### src/rtl/ps_sample_reader.sv
// ps_sample_reader
// Producer side of the 18-bit proximity-sample bus. On every sample tick it
// reads three consecutive sensor registers, one byte-read request each,
// assembles PS_DATA = {byte2[1:0], byte1, byte0}, strobes PS_VALID, and keeps
// a saturating count of failed sample attempts (NACK/bus error or timeout).
module ps_sample_reader #(
  parameter int unsigned SAMPLE_PERIOD = 500000,  // cycles between ticks, >= 8
  parameter int unsigned TIMEOUT       = 100000,  // max cycles RD_REQ may wait
  parameter logic [7:0]  BASE_ADDR     = 8'h08    // register of the data LSB
) (
  input  logic        CLK,
  input  logic        RESET,
  input  logic        ENABLE,
  output logic        RD_REQ,
  output logic [7:0]  RD_ADDR,
  input  logic        RD_DONE,
  input  logic [7:0]  RD_DATA,
  input  logic        RD_ERR,
  output logic [17:0] PS_DATA,
  output logic        PS_VALID,
  output logic        BUSY,
  output logic [7:0]  ERR_CNT
);

  // Counter widths: the period counter spans 0..SAMPLE_PERIOD-1, the timeout
  // counter spans 0..TIMEOUT-1 (at least one bit even for TIMEOUT=1).
  localparam int unsigned PER_W = $clog2(SAMPLE_PERIOD);
  localparam int unsigned TO_W  = $clog2(TIMEOUT + 1);

  localparam logic [PER_W-1:0] PER_LAST = PER_W'(SAMPLE_PERIOD - 1);
  localparam logic [PER_W-1:0] PER_ONE  = PER_W'(1);
  localparam logic [TO_W-1:0]  TO_LAST  = TO_W'(TIMEOUT - 1);
  localparam logic [TO_W-1:0]  TO_ONE   = TO_W'(1);

  localparam logic [1:0] S_IDLE   = 2'd0;
  localparam logic [1:0] S_READ   = 2'd1;
  localparam logic [1:0] S_GAP    = 2'd2;
  localparam logic [1:0] S_COMMIT = 2'd3;

  logic [PER_W-1:0] r_period_cnt;
  logic [TO_W-1:0]  r_tcnt;
  logic [1:0]       r_state;
  logic [1:0]       r_index;
  logic [7:0]       r_err_cnt;
  logic             r_ps_valid;
  logic [17:0]      r_ps_data;
  logic [7:0]       r_byte0;
  logic [7:0]       r_byte1;
  logic [1:0]       r_byte2_lo;

  logic w_tick;
  logic w_timeout;
  logic w_accept;
  logic w_fail;

  // A tick only exists while sampling is enabled; the counter is parked at 0
  // otherwise, so the enable term just makes that explicit.
  assign w_tick    = ENABLE && (r_period_cnt == PER_LAST);
  assign w_timeout = (r_tcnt == TO_LAST);

  // A completed byte read wins over a timeout landing in the same cycle.
  assign w_accept  = (r_state == S_READ) && RD_DONE && !RD_ERR;
  assign w_fail    = (r_state == S_READ) && ((RD_DONE && RD_ERR) || (!RD_DONE && w_timeout));

  // Free-running sample period counter, independent of the FSM state.
  always_ff @(posedge CLK) begin
    if (RESET || !ENABLE) begin
      r_period_cnt <= '0;
    end else if (r_period_cnt == PER_LAST) begin
      r_period_cnt <= '0;
    end else begin
      r_period_cnt <= r_period_cnt + PER_ONE;
    end
  end

  // Read sequencer: IDLE -> (READ -> GAP)x2 -> READ -> COMMIT -> IDLE.
  // Ticks outside IDLE are simply ignored, never queued.
  always_ff @(posedge CLK) begin
    if (RESET) begin
      r_state    <= S_IDLE;
      r_index    <= 2'd0;
      r_tcnt     <= '0;
      r_err_cnt  <= 8'd0;
      r_ps_valid <= 1'b0;
    end else begin
      r_ps_valid <= 1'b0;
      case (r_state)
        S_IDLE: begin
          if (w_tick) begin
            r_state <= S_READ;
            r_index <= 2'd0;
            r_tcnt  <= '0;
          end
        end
        S_READ: begin
          if (w_accept) begin
            if (r_index == 2'd2) begin
              r_state <= S_COMMIT;
            end else begin
              r_index <= r_index + 2'd1;
              r_state <= S_GAP;
            end
          end else if (w_fail) begin
            r_state <= S_IDLE;
            r_index <= 2'd0;
            if (r_err_cnt != 8'hFF) begin
              r_err_cnt <= r_err_cnt + 8'd1;
            end
          end else begin
            r_tcnt <= r_tcnt + TO_ONE;
          end
        end
        S_GAP: begin
          r_tcnt  <= '0;
          r_state <= S_READ;
        end
        S_COMMIT: begin
          r_ps_valid <= 1'b1;
          r_index    <= 2'd0;
          r_state    <= S_IDLE;
        end
        default: begin
          r_state <= S_IDLE;
        end
      endcase
    end
  end

  // Byte capture; only byte2[1:0] contributes to the sample word.
  // Every byte is rewritten before a commit, so a failed attempt leaves
  // nothing behind that could leak into a later sample.
  always_ff @(posedge CLK) begin
    if (w_accept) begin
      case (r_index)
        2'd0:    r_byte0    <= RD_DATA;
        2'd1:    r_byte1    <= RD_DATA;
        default: r_byte2_lo <= RD_DATA[1:0];
      endcase
    end
  end

  // Published sample: changes only on commit, so failed attempts keep the
  // previous value. Becomes visible together with the PS_VALID strobe.
  always_ff @(posedge CLK) begin
    if (RESET) begin
      r_ps_data <= 18'd0;
    end else if (r_state == S_COMMIT) begin
      r_ps_data <= {r_byte2_lo, r_byte1, r_byte0};
    end
  end

  assign RD_REQ   = (r_state == S_READ);
  assign RD_ADDR  = BASE_ADDR + {6'd0, r_index};
  assign BUSY     = (r_state != S_IDLE);
  assign PS_DATA  = r_ps_data;
  assign PS_VALID = r_ps_valid;
  assign ERR_CNT  = r_err_cnt;

endmodule

### config.mk
export PLATFORM = sky130hd
export DESIGN_NAME = ps_sample_reader
export DESIGN_NICKNAME = d
export VERILOG_FILES = /design/src/rtl/ps_sample_reader.sv
export SDC_FILE = /design/constraint.sdc
export NUM_CORES = 1
export LEC_CHECK = 0
export CAP_MARGIN = 25
export CELL_PAD_IN_SITES_DETAIL_PLACEMENT = 0
export CELL_PAD_IN_SITES_GLOBAL_PLACEMENT = 1
export CORE_MARGIN = 2
export CORE_UTILIZATION = 45
export DETAILED_ROUTE_END_ITERATION = 10
export GPL_ROUTABILITY_DRIVEN = 0
export PLACE_DENSITY = 0.87
export SYNTH_ARGS = -nofsm -noshare
export SYNTH_HDL_FRONTEND = slang
export SYNTH_SLANG_ARGS = --single-unit
### constraint.sdc
create_clock -name CLK -period 4.25 [get_ports CLK]
set_input_delay 0.85 -clock CLK [delete_from_list [all_inputs] [get_ports CLK]]
set_output_delay 0.85 -clock CLK [all_outputs]
set_load 0.01 [all_outputs]
=== After elaboration in Yosys (flattened, before gate mapping) ===
Index checks and enable logic that the tools add are counted.

* Input port bits: 13
* Bits in writable memories: 0
* Bits in latches: 0
* Logic and storage cells: 69
* Memories kept: 0
* Output and inout port bits: 37
* Register bits: 85
* Memory bits (read-only): 0

* Div/mod/pow operators: 0
* Multiply operators: 0
* Reductions and logical operators: 25
* Equality and inequality tests: 13
* Shift operators: 0
* Magnitude comparators: 0
* Bitwise logic cells: 2
* Add/sub/neg operators: 5
* Mux-type cells: 14

{| class="wikitable"
|+ Operators by type and width
! kind !! count
|-
| $mux 17 || 3
|-
| $pmux 17 s3 || 1
|-
| $add 19x1->19 const B || 1
|-
| $eq 19x19->1 const B || 1
|-
| $add 17x1->17 const B || 1
|-
| $eq 17x17->1 const B || 1
|-
| $mux 2 || 6
|-
| $reduce_and 4->1 || 3
|-
| $add 8x1->8 const B || 1
|-
| $ne 8x8->1 const B || 1
|-
| $pmux 2 s4 || 1
|-
| $reduce_and 2->1 || 4
|-
| $eq 2x2->1 const B || 3
|-
| $logic_and 1x1->1 || 6
|-
| $ne 2x2->1 const B || 3
|-
| $pmux 2 s3 || 1
|-
| $reduce_bool 3->1 || 2
|-
| $add 4x2->5 const A || 1
|-
| $eq 2x1->1 const B || 2
|-
| $logic_not 2->1 || 2
|-
| $reduce_or 2->1 || 2
|-
| $logic_not 1->1 || 3
|-
| $ne 3x1->1 const B || 1
|-
| $ne 3x3->1 const B || 1
|-
| 5 further kinds || 8
|}

=== Longest topological paths before layout ===
* Depth after elaboration: 7
* Mapped depth: 7
* Mapped depth without buffers: 6

=== Worst setup path after synthesis ===
No wires, ideal clock.

* Path type: input port to flip-flop
* From: in RD_DONE
* To: reg r_index[0]
* Required time: 4.129 ns
* Stages on the path: 5
* Setup time: 0.121 ns
* Path buffers: 1
* Setup slack: 1.980 ns
* Arrival: 2.149 ns
* Path through: clkbuf_1 nor3b_1 a21boi_0 a2bb2oi_1 mux2_2

* Cells in the longest elaborated chain, start to end: 6
* Elaborated cells on any way between the ends: 12

{| class="wikitable"
|+ Ends and longest elaborated chain
! what !! line !! text
|-
| from (decl) || 16 || <nowiki>input logic RD_DONE,</nowiki>
|-
| $logic_not 1->1 || 63 || <nowiki>assign w_fail = (r_state == S_READ) && ((RD_DONE && RD_ERR) || (!RD_DONE && w_timeout));</nowiki>
|-
| $logic_and 1x1->1 || 63 ||
|-
| $logic_or 1x1->1 || 63 ||
|-
| $logic_and 1x1->1 || 63 ||
|-
| $ne 3x1->1 (no line) || n/a ||
|-
| $reduce_and 4->1 (no line) || n/a ||
|-
| to (signal assigned) || 100 || <nowiki>r_index <= r_index + 2'd1;</nowiki>
|-
| to (decl) || 43 || <nowiki>logic [1:0] r_index;</nowiki>
|}

Parallel ways exist; a longest one is shown, timed or not.
A chain may end at the register's enable or synchronous reset.

=== Worst setup path in the final report ===
* From: reg r_state[0]
* To: out RD_REQ

* Cells in the longest elaborated chain, start to end: 1

{| class="wikitable"
|+ Ends and longest elaborated chain
! what !! line !! text
|-
| from (decl) || 42 || <nowiki>logic [1:0] r_state;</nowiki>
|-
| from (signal assigned) || 80 || <nowiki>r_state <= S_IDLE;</nowiki>
|-
| from (signal assigned) || 90 || <nowiki>r_state <= S_READ;</nowiki>
|-
| from (signal assigned) || 98 || <nowiki>r_state <= S_COMMIT;</nowiki>
|-
| $eq 2x1->1 || 152 || <nowiki>assign RD_REQ = (r_state == S_READ);</nowiki>
|-
| to (decl) || 14 || <nowiki>output logic RD_REQ,</nowiki>
|}

No other way between the ends.

==> results.md <==
Power and ir drop:
- The completed layout was analyzed and its total power is 1.46 mW.
- Power spread over the standard cell area amounts to 326 nW/um2.
- Summed over all cells, the static leakage comes to 1.47 nW.
- IR analysis of the VDD net gives a maximum drop of 0.000173 V.

Synth:
- The cell count after synthesis is 413.
- Yosys printed 0 warnings.
- Synthesis inferred 85 register bits.
- Among all flip-flop cells after synthesis, the most frequent one is sky130_fd_sc_hd__dfxtp_1.
- The synthesized netlist occupies a cell area of 3810 um2.
- The share of synthesized area occupied by flip-flops and latches is 49.4%.
- Dividing the synthesized area by the synthesized cell count gives 9.22 um2.
- The unique cell type count in the Yosys netlist is 61.
- Of all flip-flops after synthesis, the portion carrying an async set or reset was 0%.
- The count of flip-flops with a built-in enable after synthesis is 18.

Hold path:
- The startpoint identified for the worst hold timing path is r_period_cnt[0]$_SDFF_PP0_.
- The path with the worst hold slack has its endpoint at r_period_cnt[0]$_SDFF_PP0_.
- Along the worst hold path, the cell count comes to 1.
- The class of the most critical hold timing path is reg2reg.

Placement:
- The number of placed instances, taps included, is 542.
- The number of buffers inserted by port buffering is 43.
- Once detailed placement completed, the half-perimeter wirelength came to 5.68 mm.

Detailed routing:
- The detailed router's first-iteration violation count is 141.
- After detailed routing, the total wire length is 8.10 mm.
- The mean number of vias per cell is 5.56.
- The residual antenna-violating net count after detailed routing is 0.
- For this run, design rule violations remaining after detail routing come to 0.
- The first TritonRoute pass finished after 4 iterations.
- The detailed router placed 3,102 vias in this run.
- The routed wirelength normalized by instance count is 14.5 um.

Floorplan:
- The core area is 8220 um2.
- For this design the top-level I/O count stands at 50.
- The row count is 33.
- The floorplan die area is 9220 um2.
- The overall die height is 96.0 um.
- The initial core utilization is 46.4%.
- The die width is 96.0 um.

Clock network:
- TritonCTS built the clock tree.
- The clock tree buffer depth is 2.
- The number of gates resized after CTS was 0.
- In this run the clock root is driven by a sky130_fd_sc_hd__clkbuf_8.
- The H-tree was split into 3 levels.
- Clock latency on the worst-skew pair, taken at its later pin, is 360 ps.
- CTS saw 85 sinks.
- The register clock-pin slew on the reported worst setup and hold paths is 80 ps.
- The hold-fix buffer count after cts is 0.
- The number of post-CTS setup repair buffers is 0.
- The clock buffer count from CTS is 9.

Worst setup path:
- The launching element type of the critical path is a register.
- The capture point of the worst reg-to-reg path is r_tcnt[7]$_SDFFE_PP0P_.
- The internal reg-to-reg setup slack is 1840 ps.
- For the worst setup path, the data arrival time is 2040 ps.
- In this run the worst path has a maximum fanout of 13.
- In this run the critical register-to-register path is launched from r_tcnt[0]$_SDFFE_PP0P_.
- The critical path in this run is classified as reg2out.
- The logic depth of the worst register-to-register path is 6.
- The data required time at the worst endpoint is 3400 ps.
- The most critical setup path has its startpoint at r_state[0]$_SDFFE_PP0P_.
- The critical path capture point type is an output pin.

Timing:
- Setup repair after global routing left no endpoint under its margin.
- The number of endpoints with negative hold slack in the final report was 0.
- The worst hold margin is 450 ps.
- Setup total negative slack on the finished layout was measured at 0 ps.
- Setup violations remaining at the end of the flow were counted as 0.
- In this run the tightest slew margin relative to its limit is 48.1%.
- For this run, the top clock speed supported by timing is 346 MHz.
- Between clock sinks in the finished design, the worst skew comes to 7.74 ps.
- At the pin with the least slew margin, the transition time is 771 ps.
- The number of pins with negative max-slew slack in the final report is 0.
- The clock period minus worst slack is 2890 ps.
- The final worst-path cycle share is 67.9%.

Flow run:
- The number of maximum-capacitance violations is 0.

Global route:
- The largest net degree at the start of global routing is 43.
- The number of antenna violations at the first check in global routing is 0.
- The total overflow left after global routing is 0.
- Global routing consumed, over all layers together, 19.1% of the routing resources.
- The number of global-route vias before repair is 2,925.
- The first global-routing pass estimated 13.8 mm of wire.

Cells and area:
- The number of antenna diodes is 0.
- Compared with the post-synthesis result, the final layout area differs by 17.5%.
- Cells with a size suffix above 1 make up 6.62% of the layout.
- The final cell count without fillers is 558.
- At the end of the flow, the number of nets in the layout was 467.

Outcome:
- The run finished with clean final reports.
==> cells in the mapped netlist, types with 2 or more instances <==
library cell | instances | area share (%)
sky130_fd_sc_hd__a221oi_1 | 2 | 0.46
sky130_fd_sc_hd__mux2_2 | 2 | 0.59
sky130_fd_sc_hd__o21ai_0 | 9 | 1.2
sky130_fd_sc_hd__and4bb_2 | 2 | 0.66
sky130_fd_sc_hd__buf_2 | 3 | 0.39
sky130_fd_sc_hd__a311oi_1 | 4 | 0.92
sky130_fd_sc_hd__ha_1 | 6 | 2.0
sky130_fd_sc_hd__o21a_1 | 2 | 0.39
sky130_fd_sc_hd__and2_1 | 4 | 0.66
sky130_fd_sc_hd__inv_1 | 8 | 0.79
sky130_fd_sc_hd__xor2_1 | 10 | 2.3
sky130_fd_sc_hd__nor2b_1 | 2 | 0.33
sky130_fd_sc_hd__nor2_1 | 32 | 3.2
sky130_fd_sc_hd__a31oi_1 | 4 | 0.66
sky130_fd_sc_hd__o2bb2ai_1 | 2 | 0.46
sky130_fd_sc_hd__clkbuf_1 | 13 | 1.3
sky130_fd_sc_hd__a21oi_1 | 29 | 3.8
sky130_fd_sc_hd__buf_4 | 6 | 1.2
sky130_fd_sc_hd__xnor2_1 | 8 | 1.8
sky130_fd_sc_hd__nand2_1 | 65 | 6.4
sky130_fd_sc_hd__buf_1 | 2 | 0.20
sky130_fd_sc_hd__nor3b_1 | 2 | 0.39
sky130_fd_sc_hd__and4b_1 | 3 | 0.79
sky130_fd_sc_hd__a21boi_0 | 2 | 0.39
sky130_fd_sc_hd__clkinv_1 | 2 | 0.20
sky130_fd_sc_hd__and3_1 | 11 | 1.8
sky130_fd_sc_hd__edfxtp_1 | 18 | 14
sky130_fd_sc_hd__nand3_1 | 24 | 3.2
sky130_fd_sc_hd__or4_1 | 6 | 1.2
sky130_fd_sc_hd__conb_1 | 2 | 0.20
sky130_fd_sc_hd__dfxtp_1 | 67 | 35
sky130_fd_sc_hd__and4_1 | 3 | 0.69
sky130_fd_sc_hd__nand2b_1 | 2 | 0.33
sky130_fd_sc_hd__nor4_1 | 5 | 0.82
sky130_fd_sc_hd__buf_6 | 2 | 0.59
sky130_fd_sc_hd__o31ai_1 | 9 | 1.8
sky130_fd_sc_hd__nand4_1 | 9 | 1.5
sky130_fd_sc_hd__nor3_1 | 6 | 0.79
sky130_fd_sc_hd__mux2i_1 | 2 | 0.53
sky130_fd_sc_hd__a211oi_1 | 2 | 0.39
==> cell type report <==
cell class	instances	area (um2)
Timing Repair Buffer	46	453
Inverter	10	37.5
Multi-Input combinational cell	296	1770
Sequential cell	85	1880
Tap cell	105	131
Fill cell	744	3740
Clock inverter	6	67.6
Clock buffer	10	138
==> metrics by stage <==
| step | setup slack [ps] | util, % | instance area (um2) |
|---|---|---|---|
| 6_report | 1360 | 54.5 | 4480 |
| 5_1_grt | 1260 | 54.5 | 4480 |
| 4_1_cts | 1350 | 54.5 | 4480 |
| 3_5_place_dp | 1260 | 52.0 | 4270 |
| 3_3_place_gp | 1310 | 52.0 | 4270 |
| 2_1_floorplan | 1980 | - | 3820 |
==> cells by family (layout without fill, tap and decap cells) <==
logic type               after synthesis  count (layout)  share of synthesized area [%]
AND/OR/NAND/NOR                      186             186                           25.1
flip-flops                            85              85                           49.4
AO/OA/AOI/OAI                         76              76                           13.5
buffers and inverters                 36              72                           4.63
XOR/XNOR                              18              18                           4.14
adder cells (fa/ha/maj)                6               6                           1.97
multiplexers                           4               4                           1.12
other                                  2               6                          0.197
==> state kept, by name, indices dropped and copies added (netlist names) <==
register	cells
r_period_cnt	19
PS_DATA	18
r_tcnt	17
ERR_CNT	8
r_byte0	8
r_byte1	8
r_byte2_lo	2
r_index	2
r_state	2
PS_VALID	1
==> where the power goes <==
| part | leakage [nW] | switching, mW | internal (mW) |
|---|---|---|---|
| combinational | 0.671 | 0.0241 | 0.0132 |
| sequential | 0.701 | 0.000621 | 0.823 |
| clock | 0.101 | 0.305 | 0.292 |
| total | 1.47 | 0.329 | 1.13 |
==> worst max-delay path, cell delays in order (launching register included) <==
cell                              delay (ps)
sky130_fd_sc_hd__dfxtp_1                 440
sky130_fd_sc_hd__nand2b_1                130
sky130_fd_sc_hd__buf_4                   220
sky130_fd_sc_hd__clkinv_1                300
sky130_fd_sc_hd__clkdlybuf4s50_1         580
==> layer usage <==
metal,wire length (um),track usage (%),vias to the layer above
li1,-,-,1539
met1,3840,25.4,1477
met4,138,6.07,0
met3,439,4.78,14
met2,3690,30.6,72
met5,0,0,-
==> worst max path at each step <==
stage | depth (start not counted) | end | slack [ps]
final | 4 | RD_REQ | 1360
after global routing | 4 | RD_REQ | 1260
after CTS | 4 | RD_REQ | 1350
after detailed placement | 5 | r_index[0]$_SDFFE_PP0P_ | 1260
after global placement | 5 | r_index[0]$_SDFFE_PP0P_ | 1310
after floorplan | 5 | r_index[0]$_SDFFE_PP0P_ | 1980
==> cells in the final DEF, fill, tap and decap left out, types with 2 or more instances in the layout <==
| cell | synthesis | final |
|---|---|---|
| sky130_fd_sc_hd__or4_1 | 6 | 6 |
| sky130_fd_sc_hd__clkinv_1 | 2 | 3 |
| sky130_fd_sc_hd__o31ai_1 | 9 | 9 |
| sky130_fd_sc_hd__nand2_1 | 65 | 65 |
| sky130_fd_sc_hd__nor2b_1 | 2 | 2 |
| sky130_fd_sc_hd__inv_1 | 8 | 8 |
| sky130_fd_sc_hd__nor2_1 | 32 | 32 |
| sky130_fd_sc_hd__a311oi_1 | 4 | 4 |
| sky130_fd_sc_hd__conb_1 | 2 | 6 |
| sky130_fd_sc_hd__clkdlybuf4s50_1 | 0 | 43 |
| sky130_fd_sc_hd__nand2b_1 | 2 | 2 |
| sky130_fd_sc_hd__a211oi_1 | 2 | 2 |
| sky130_fd_sc_hd__a21oi_1 | 29 | 29 |
| sky130_fd_sc_hd__and4b_1 | 3 | 3 |
| sky130_fd_sc_hd__ha_1 | 6 | 6 |
| sky130_fd_sc_hd__nor3_1 | 6 | 6 |
| sky130_fd_sc_hd__nand4_1 | 9 | 9 |
| sky130_fd_sc_hd__dfxtp_1 | 67 | 67 |
| sky130_fd_sc_hd__mux2_2 | 2 | 2 |
| sky130_fd_sc_hd__xor2_1 | 10 | 10 |
| sky130_fd_sc_hd__and2_1 | 4 | 4 |
| sky130_fd_sc_hd__and4_1 | 3 | 3 |
| sky130_fd_sc_hd__o21a_1 | 2 | 2 |
| sky130_fd_sc_hd__inv_6 | 0 | 3 |
| sky130_fd_sc_hd__and4bb_2 | 2 | 2 |
| sky130_fd_sc_hd__a21boi_0 | 2 | 2 |
| sky130_fd_sc_hd__a221oi_1 | 2 | 2 |
| sky130_fd_sc_hd__a31oi_1 | 4 | 4 |
| sky130_fd_sc_hd__edfxtp_1 | 18 | 18 |
| sky130_fd_sc_hd__xnor2_1 | 8 | 8 |
| sky130_fd_sc_hd__nor3b_1 | 2 | 2 |
| sky130_fd_sc_hd__buf_4 | 6 | 3 |
| sky130_fd_sc_hd__o2bb2ai_1 | 2 | 2 |
| sky130_fd_sc_hd__nand3_1 | 24 | 24 |
| sky130_fd_sc_hd__and3_1 | 11 | 11 |
| sky130_fd_sc_hd__nor4_1 | 5 | 5 |
| sky130_fd_sc_hd__mux2i_1 | 2 | 2 |
| sky130_fd_sc_hd__o21ai_0 | 9 | 9 |
| sky130_fd_sc_hd__clkbuf_8 | 0 | 10 |
No activity file was read; power rests on OpenSTA's default activity.
